### src/rtl/fetch_queue_if.sv
// Fetch-queue bus bundle: instruction-memory port, branch redirect, halt,
// the decode-facing instruction handshake, and a debug view of occupancy.
//
// Decode handshake: w_ir_valid/w_ir/w_ir_pc/w_ir_pc4 come from registers
// only and stay stable while w_ir_valid=1 and w_ir_ready=0. An entry is
// transferred on every cycle where w_ir_valid and w_ir_ready are both high.
interface fetch_queue_if #(
    parameter int AW = 12,
    parameter int CW = 3
);
    logic [AW-1:0] w_imem_addr;
    logic          w_imem_re;
    logic [31:0]   w_imem_rdata;
    logic          w_redirect;
    logic [31:0]   w_redirect_pc;
    logic          w_halt;
    logic          w_ir_valid;
    logic          w_ir_ready;
    logic [31:0]   w_ir;
    logic [31:0]   w_ir_pc;
    logic [31:0]   w_ir_pc4;
    logic [CW-1:0] w_dbg_count;

    modport master (
        output w_imem_addr, w_imem_re, w_ir_valid, w_ir, w_ir_pc, w_ir_pc4,
               w_dbg_count,
        input  w_imem_rdata, w_redirect, w_redirect_pc, w_halt, w_ir_ready
    );

    modport slave (
        input  w_imem_addr, w_imem_re, w_ir_valid, w_ir, w_ir_pc, w_ir_pc4,
               w_dbg_count,
        output w_imem_rdata, w_redirect, w_redirect_pc, w_halt, w_ir_ready
    );
endinterface

### src/rtl/fetch_queue.sv
// Instruction-fetch front end: issues sequential word reads into a 1-cycle
// synchronous imem, buffers returned words with their PC in a small FIFO,
// and hands them to decode. A redirect flushes the FIFO and the in-flight
// read and restarts fetch at the target.
module fetch_queue #(
    parameter int          DEPTH    = 4,
    parameter int          AW       = 12,
    parameter logic [31:0] RESET_PC = 32'h0
) (
    input  logic          w_clk,
    input  logic          w_rst_n,
    fetch_queue_if.master bus
);
    localparam int PW = $clog2(DEPTH);
    localparam int CW = PW + 1;
    localparam logic [31:0] NOP = 32'h0000_0020;

    logic [CW-1:0] count_q, count_d;
    logic [PW-1:0] rd_ptr_q, rd_ptr_d;
    logic [PW-1:0] wr_ptr_q, wr_ptr_d;
    logic [31:0]   fpc_q, fpc_d;
    logic [31:0]   ipc_q, ipc_d;
    logic          inflight_q, inflight_d;
    logic [31:0]   ent_ir_q [DEPTH];
    logic [31:0]   ent_ir_d [DEPTH];
    logic [31:0]   ent_pc_q [DEPTH];
    logic [31:0]   ent_pc_d [DEPTH];

    logic          valid;
    logic          pop;
    logic          push;
    logic          issue;
    logic [CW:0]   occ_after;

    // Handshake terms; occupancy counts the in-flight read so a returning
    // word always has a free slot.
    always_comb begin
        valid     = (count_q != '0);
        pop       = valid & bus.w_ir_ready;
        push      = inflight_q & ~bus.w_redirect;
        occ_after = {1'b0, count_q} + {{CW{1'b0}}, inflight_q}
                  - {{CW{1'b0}}, pop};
        issue     = ~bus.w_halt & ~bus.w_redirect
                  & (occ_after < (CW+1)'(DEPTH));
    end

    // Next-state: redirect flushes everything, otherwise push/pop/issue.
    always_comb begin
        count_d    = count_q;
        rd_ptr_d   = rd_ptr_q;
        wr_ptr_d   = wr_ptr_q;
        fpc_d      = fpc_q;
        ipc_d      = ipc_q;
        inflight_d = 1'b0;
        ent_ir_d   = ent_ir_q;
        ent_pc_d   = ent_pc_q;
        if (bus.w_redirect) begin
            count_d  = '0;
            rd_ptr_d = '0;
            wr_ptr_d = '0;
            fpc_d    = {bus.w_redirect_pc[31:2], 2'b00};
        end else begin
            if (push) begin
                ent_ir_d[wr_ptr_q] = bus.w_imem_rdata;
                ent_pc_d[wr_ptr_q] = ipc_q;
                wr_ptr_d           = wr_ptr_q + 1'b1;
            end
            if (pop) begin
                rd_ptr_d = rd_ptr_q + 1'b1;
            end
            count_d = count_q + {{PW{1'b0}}, push} - {{PW{1'b0}}, pop};
            if (issue) begin
                inflight_d = 1'b1;
                ipc_d      = fpc_q;
                fpc_d      = fpc_q + 32'd4;
            end
        end
    end

    // Control and PC registers.
    always_ff @(posedge w_clk or negedge w_rst_n) begin
        if (!w_rst_n) begin
            count_q    <= '0;
            rd_ptr_q   <= '0;
            wr_ptr_q   <= '0;
            fpc_q      <= RESET_PC;
            ipc_q      <= '0;
            inflight_q <= 1'b0;
        end else begin
            count_q    <= count_d;
            rd_ptr_q   <= rd_ptr_d;
            wr_ptr_q   <= wr_ptr_d;
            fpc_q      <= fpc_d;
            ipc_q      <= ipc_d;
            inflight_q <= inflight_d;
        end
    end

    // Queue storage.
    always_ff @(posedge w_clk or negedge w_rst_n) begin
        if (!w_rst_n) begin
            for (int i = 0; i < DEPTH; i++) begin
                ent_ir_q[i] <= NOP;
                ent_pc_q[i] <= '0;
            end
        end else begin
            ent_ir_q <= ent_ir_d;
            ent_pc_q <= ent_pc_d;
        end
    end

    // Outputs: imem port from fetch PC, decode side from head registers.
    always_comb begin
        bus.w_imem_addr = fpc_q[AW+1:2];
        bus.w_imem_re   = issue & w_rst_n;
        bus.w_ir_valid  = valid;
        bus.w_ir        = valid ? ent_ir_q[rd_ptr_q] : NOP;
        bus.w_ir_pc     = valid ? ent_pc_q[rd_ptr_q] : 32'h0;
        bus.w_ir_pc4    = valid ? (ent_pc_q[rd_ptr_q] + 32'd4) : 32'h0;
        bus.w_dbg_count = count_q;
    end
endmodule
### src/flat_wrapper.sv
// flat-port wrapper written by rule: the top's interface ports become plain ports
module fetch_queue_flat 
#(
    parameter int          DEPTH    = 4,
    parameter int          AW       = 12,
    parameter logic [31:0] RESET_PC = 32'h0
)
  (w_clk, w_rst_n, bus_w_imem_addr, bus_w_imem_re, bus_w_ir_valid, bus_w_ir, bus_w_ir_pc, bus_w_ir_pc4, bus_w_dbg_count, bus_w_imem_rdata, bus_w_redirect, bus_w_redirect_pc, bus_w_halt, bus_w_ir_ready);
  fetch_queue_if #(.AW(AW)) bus_i ();
  input  logic w_clk;
  input  logic w_rst_n;
  output wire logic [$bits(bus_i.w_imem_addr)-1:0] bus_w_imem_addr;
  output wire logic [$bits(bus_i.w_imem_re)-1:0] bus_w_imem_re;
  output wire logic [$bits(bus_i.w_ir_valid)-1:0] bus_w_ir_valid;
  output wire logic [$bits(bus_i.w_ir)-1:0] bus_w_ir;
  output wire logic [$bits(bus_i.w_ir_pc)-1:0] bus_w_ir_pc;
  output wire logic [$bits(bus_i.w_ir_pc4)-1:0] bus_w_ir_pc4;
  output wire logic [$bits(bus_i.w_dbg_count)-1:0] bus_w_dbg_count;
  input wire logic [$bits(bus_i.w_imem_rdata)-1:0] bus_w_imem_rdata;
  input wire logic [$bits(bus_i.w_redirect)-1:0] bus_w_redirect;
  input wire logic [$bits(bus_i.w_redirect_pc)-1:0] bus_w_redirect_pc;
  input wire logic [$bits(bus_i.w_halt)-1:0] bus_w_halt;
  input wire logic [$bits(bus_i.w_ir_ready)-1:0] bus_w_ir_ready;
  assign bus_w_imem_addr = bus_i.w_imem_addr;
  assign bus_w_imem_re = bus_i.w_imem_re;
  assign bus_w_ir_valid = bus_i.w_ir_valid;
  assign bus_w_ir = bus_i.w_ir;
  assign bus_w_ir_pc = bus_i.w_ir_pc;
  assign bus_w_ir_pc4 = bus_i.w_ir_pc4;
  assign bus_w_dbg_count = bus_i.w_dbg_count;
  assign bus_i.w_imem_rdata = bus_w_imem_rdata;
  assign bus_i.w_redirect = bus_w_redirect;
  assign bus_i.w_redirect_pc = bus_w_redirect_pc;
  assign bus_i.w_halt = bus_w_halt;
  assign bus_i.w_ir_ready = bus_w_ir_ready;
  fetch_queue #(.DEPTH(DEPTH), .AW(AW), .RESET_PC(RESET_PC)) u_core (.w_clk(w_clk), .w_rst_n(w_rst_n), .bus(bus_i));
endmodule
### config.mk
export PLATFORM = sky130hd
export DESIGN_NAME = fetch_queue_flat
export DESIGN_NICKNAME = d
export VERILOG_FILES = /design/src/rtl/fetch_queue_if.sv /design/src/rtl/fetch_queue.sv /design/src/flat_wrapper.sv
export SDC_FILE = /design/constraint.sdc
export NUM_CORES = 1
export LEC_CHECK = 0
export BUFFER_PORTS_ARGS = -buffer_cell sky130_fd_sc_hd__clkbuf_2
export CAP_MARGIN = 20
export CORE_MARGIN = 5
export CORE_UTILIZATION = 53
export DETAILED_ROUTE_END_ITERATION = 12
export PLACE_DENSITY = 0.78
export SETUP_SLACK_MARGIN = 0.1
export SLEW_MARGIN = 0
export SYNTH_ARGS = -nofsm -noshare
export SYNTH_HDL_FRONTEND = slang
export SYNTH_SLANG_ARGS = --single-unit
### constraint.sdc
create_clock -name w_clk -period 17.3 [get_ports w_clk]
set_input_delay 5.19 -clock w_clk [delete_from_list [all_inputs] [get_ports w_clk]]
set_output_delay 5.19 -clock w_clk [all_outputs]
set_load 0.05 [all_outputs]
After elaboration in Yosys (flattened, before gate mapping)
Index checks and enable logic that the tools add are counted.
{"block": "word_totals", "reg_bits": 328, "out_inout_bits": 113, "wordCells": 64}
{"block": "classes", "add_sub_neg": 8, "magnitude_cmp": 4, "muxes": 22, "n_bitwise": 9, "reduce_logical": 7}
{"cell": "$mux 32", "n": 10}
{"cell": "$bwmux 128", "n": 2}
{"cell": "$bmux 32 s2", "n": 2}
{"cell": "$add 32x3->32 const B", "n": 2}
{"cell": "$demux 32 s2", "n": 1}
{"cell": "$mux 2", "n": 4}
{"cell": "$ge 3x3->1 const B", "n": 2}
{"cell": "$not 2->3", "n": 2}
{"cell": "$reduce_bool 2->1", "n": 3}
{"cell": "$and 1x1->1", "n": 5}
{"cell": "$add 2x1->2 const B", "n": 2}
{"cell": "$add 3x1->4", "n": 1}
{"cell": "$lt 4x3->1 const B", "n": 1}
{"cell": "$reduce_and 2->1", "n": 2}
{"cell": "$sub 4x1->4", "n": 1}
{"cell": "$add 3x1->3", "n": 1}
{"cell": "$lt 3x1->1 const B", "n": 1}
{"cell": "$mux 3", "n": 1}
{"cell": "$reduce_bool 3->1", "n": 1}
{"cell": "$sub 3x1->3", "n": 1}
{"cell": "$mux 1", "n": 2}
{"cell": "$not 1->1", "n": 2}
{"cell": "$logic_and 1x1->1", "n": 1}

Longest topological paths before layout
{"block": "logic_depth", "word_depth": 7, "mapped_depth": 14, "depth_no_buf": 12}

Worst setup path after synthesis
OpenSTA, ideal clock, no wires.
{"block": "synth_timing", "kind": "input port to output port", "startpoint": "in bus_w_ir_ready", "endpoint": "out bus_w_imem_re", "arrival_time_ns": 7.729, "required_time_ns": 12.110, "setup_slack_ns": 4.381, "stages": 11, "n_path_buf": 2, "path_cell_list": "and2_1 ha_1 inv_1 ha_1 and3b_1 or4_1 a311o_1 inv_2 buf_6 buf_4 and2_1"}
{"block": "synth_via", "elab_chain_len": 5}
{"element": "start, declared", "line": "flat_wrapper.sv:23", "text": "input wire logic [$bits(bus_i.w_ir_ready)-1:0] bus_w_ir_ready;"}
{"element": "$and 1x1->1", "line": "fetch_queue.sv:39", "text": "pop = valid & bus.w_ir_ready;"}
{"element": "$sub 4x1->4", "line": "fetch_queue.sv:42", "text": "- {{CW{1'b0}}, pop};"}
{"element": "$lt 4x3->1", "line": "fetch_queue.sv:44", "text": "& (occ_after < (CW+1)'(DEPTH));"}
{"element": "$and 1x1->1", "line": "fetch_queue.sv:44"}
{"element": "$and 1x1->1", "line": "fetch_queue.sv:115", "text": "bus.w_imem_re = issue & w_rst_n;"}
{"element": "end, declared", "line": "flat_wrapper.sv:13", "text": "output wire logic [$bits(bus_i.w_imem_re)-1:0] bus_w_imem_re;"}
Every way passes these cells.

Worst setup path after layout
Ends and elaborated chain as after synthesis.

==> flow_summary_export.csv <==
group,metric,value,unit
global_route,grt_pass1_vias,10770,
worst_setup_path,critPathBufInv,4,
synth,synth_cell_types,56,
synth,avgSynthCellArea,13.03,µm²
final_layout,layout.nets,1412,
synth,synthCells,1190,
final_layout,multiInputGateArea,7074,µm²
power_and_ir_drop,seqPwrFrac,0.353,
worst_setup_path,regToRegSetupSlack,12.93,ns
synth,synth.most_common_cell,"dfrtp_1",
timing,worst_slew_pin_slew,0.9858,ns
worst_setup_path,reg2regPathDepth,14,
synth,synth-seq-cells,316,
power_and_ir_drop,power,0.003045,W
worst_setup_path,max_stage_delay,0.50,ns
synth,synth_fa_ha_area_frac,0.009359,
worst_setup_path,cpLargestDelayFamily,"simple AND/OR/NAND/NOR gates",
synth,yosys_warnings,0,
floorplanning,dieHeight,181.1,µm
final_layout,n_fill_cell,2244,
global_route,grt_max_degree,76,
worst_setup_path,start_kind,"input port",
power_and_ir_drop,p_switching,0.001222,W
synth,synth_async_sr_flop_share,1.000,
global_route,grt_pass1_wl,58370,µm
worst_setup_path,cp_max_fo,3,
synth,yosysTopAreaCell,"dfrtp_1",
outcome,status,"finished clean",
synth,synthMuxAreaShare,0.2906,
synth,synth_top_family_by_area,"multiplexers",
worst_setup_path,cpMaxStageDelayCell,"or4_1",
power_and_ir_drop,power_leakage,8.434,nW
timing,rsz0062_at_grt,"no",
detailed_routing,drt-vias-per-instance,5.870,
timing,holdWs,0.5005,ns
clocking,cts_buffer_depth,3,
worst_hold_path,holdCritStartpoint,"u_core.ent_ir_q[62]",
floorplanning,dieArea,32780,µm²
final_layout,area_growth,14.18,%
final_layout,seqCellArea,7918,µm²
synth,synth-xor-area-share,0.01017,
clocking,cts.repair.resized,0,
floorplanning,io_pins,182,
detailed_routing,wirelength,35560,µm
clocking,clk_latency,0.50,ns
clocking,cts_setup_buffers,0,
timing,finalSetupViolations,0,
timing,fin_skew,0.01003,ns
final_layout,antennaDiodeCount,0,
place,io_buffers,175,
timing,tns,0,ns
synth,synthFlopType,"dfrtp_1",
floorplanning,initial_core_util,0.5388,
floorplanning,coreArea,28780,µm²
detailed_routing,wl_per_cell,20.43,µm
place,dpl.hpwl,23180,µm
worst_setup_path,critical_path_arrival,7.61,ns
timing,hold_violations,0,
clocking,cts_tree,"built",
synth,synth_compound_area_frac,0.03276,
timing,slew_viol_final,0,
synth,yosys.area_share.simple,0.1113,
final_layout,post-route-util,0.6153,
power_and_ir_drop,p_per_area,172.0,nW/µm²
detailed_routing,drt_iter0_markers,675,
timing,fmax,78.12,MHz
worst_setup_path,end_kind,"primary output",
worst_setup_path,critPathKind,"in -> out",
synth,yosysSeqAreaShare,0.5102,
power_and_ir_drop,p_int,0.001823,W
clocking,cts-root-buf,"clkbuf_16",
worst_hold_path,hold-path-endpoint,"u_core.ent_ir_q[62]",
place,post_dp_cell_area,16550,µm²
detailed_routing,postRouteAntennaNets,0,
worst_setup_path,timing.rr.start,"u_core.bus.w_dbg_count[1]",
worst_hold_path,holdPathStages,1,
clocking,clk_pin_slew_worst_paths,0.06,ns
power_and_ir_drop,power_frac_clock,0.244,
global_route,antenna_found_initial,1,
worst_setup_path,r2r-end,"u_core.fpc_q[15]",
timing,relSlewSlack,0.3428,
detailed_routing,drcViolationCount,0,
synth,synthTopCellsByArea,"dfrtp_1, mux2_2, mux4_2",
floorplanning,num_rows,62,
global_route,overflow,0,
clocking,ctsHoldBuffers,0,
power_and_ir_drop,switching_share,0.4013,
floorplanning,die_x,181.1,µm
synth,synth_top_area_frac,0.5035,
power_and_ir_drop,pwr-share-comb,0.403,
clocking,cts_made_buffers,34,
global_route,grt_usage,0.2173,
clocking,htreeDepth,2,
synth,synth_edf_count,0,
power_and_ir_drop,peakVddDrop,93.36,µV
detailed_routing,drtPass1Iterations,5,
place,finalWeightedCongestion,0.8012,
worst_hold_path,hold_class,"reg -> reg",
job,maxCapViolations,0,
detailed_routing,vias,10210,
final_layout,drive_above_1_share,0.4240,
timing,finalCritPeriodShare,0.7399,
final_layout,fin_area,17710,µm²
worst_setup_path,required,12.11,ns
clocking,cts_sinks,316,
timing,min_period,12.80,ns
worst_setup_path,crit_chain,"clkbuf_2, and2_1, ha_1, inv_1, ha_1, and3b_1, or4_1, a311o_2, inv_2, and2_1, clkbuf_2",
synth,syn_area,15510,µm²
synth,synth.cells.most_frequent,"dfrtp_1, mux2_2, nand2_1",
[worst reg2reg max path: stages (launching register included)]
cell and delay [ns]:
dfrtp_1 0.46, nor3_2 0.21, buf_4 0.37, inv_1 0.11, and2_1 0.23, ha_1 0.24
inv_1 0.07, ha_1 0.21, and3b_1 0.18, or4_1 0.50, a311o_2 0.40, inv_2 0.06
buf_4 0.52, mux2_2 0.42, a221o_1 0.28
[routing by layer]
layer	GRT usage	share of wire	up-vias
met5	0	0.00020	-
met4	0.06394	0.027	2
met3	0.04444	0.062	66
met2	0.3478	0.47	322
met1	0.3045	0.44	5211
li1	-	-	4613
[power by group through the flow]
stage	combinational (W)	sequential [W]	clock (W)
5_1_grt	0.00131	0.00110	0.000795
3_3_place_gp	0.00121	0.00107	0
2_1_floorplan	0.000992	0.00102	0
3_5_place_dp	0.00124	0.00108	0
4_1_cts	0.00124	0.00107	0.000761
6_report	0.00123	0.00107	0.000743
[state kept, by name, indices dropped and copies added (netlist names)]
register,flops
u_core.ent_pc_q,120
u_core.ipc_q,30
u_core.fpc_q,30
u_core.bus.w_dbg_count,3
u_core.rd_ptr_q,2
u_core.inflight_q,1
u_core.wr_ptr_q,2
u_core.ent_ir_q,128
[through the flow]
stage | setup WS, ns | std cells
finish | 4.499 | 1740
global route | 4.371 | 1740
CTS | 4.498 | 1740
detailed placement | 4.526 | 1680
global placement | 4.526 | 1680
floorplan | 4.381 | 1193
[cells in the final DEF, fill, tap and decap left out, types with 8 or more instances in the layout]
master / count
a21oi_1: 10
a221o_1: 17
and2_1: 66
and3_1: 11
buf_4: 15
clkbuf_16: 37
clkbuf_2: 174
dfrtp_1: 310
ha_1: 10
inv_1: 19
mux2_1: 11
mux2_2: 251
mux2i_1: 16
mux4_2: 62
nand2_1: 110
nand3_1: 21
nand4_1: 16
nor2_1: 34
nor3_1: 12
nor4_1: 15
o21ai_1: 10
or3_1: 8
or4_1: 9
xnor2_1: 9
xor2_1: 9
[cell families after synthesis]
logic type	count (synthesis)
AND/OR/NAND/NOR	329
adder cells (fa/ha/maj)	11
flip-flops	316
multiplexers	340
buffers and inverters	107
XOR/XNOR	18
AO/OA/AOI/OAI	68
other	1
[how the worst max path moves through the flow]
stage                        start  cells after the start             to  slack (ns)
floorplan           bus_w_ir_ready                     11  bus_w_imem_re        4.38
global placement    bus_w_ir_ready                     11  bus_w_imem_re        4.53
detailed placement  bus_w_ir_ready                     11  bus_w_imem_re        4.53
CTS                 bus_w_ir_ready                     11  bus_w_imem_re        4.50
global route        bus_w_ir_ready                     11  bus_w_imem_re        4.37
finish              bus_w_ir_ready                     11  bus_w_imem_re        4.50
[final cells by class]
| cell class | count | area share |
|---|---|---|
| clock buffers | 49 | 0.05766 |
| inverters | 20 | 0.004240 |
| multi-input cells | 770 | 0.3995 |
| clock inverters | 11 | 0.007914 |
| flip-flops and latches | 316 | 0.4471 |
| repair buffers | 190 | 0.05639 |
| well taps | 384 | 0.02713 |
Power figures use the tool's default switching activity.
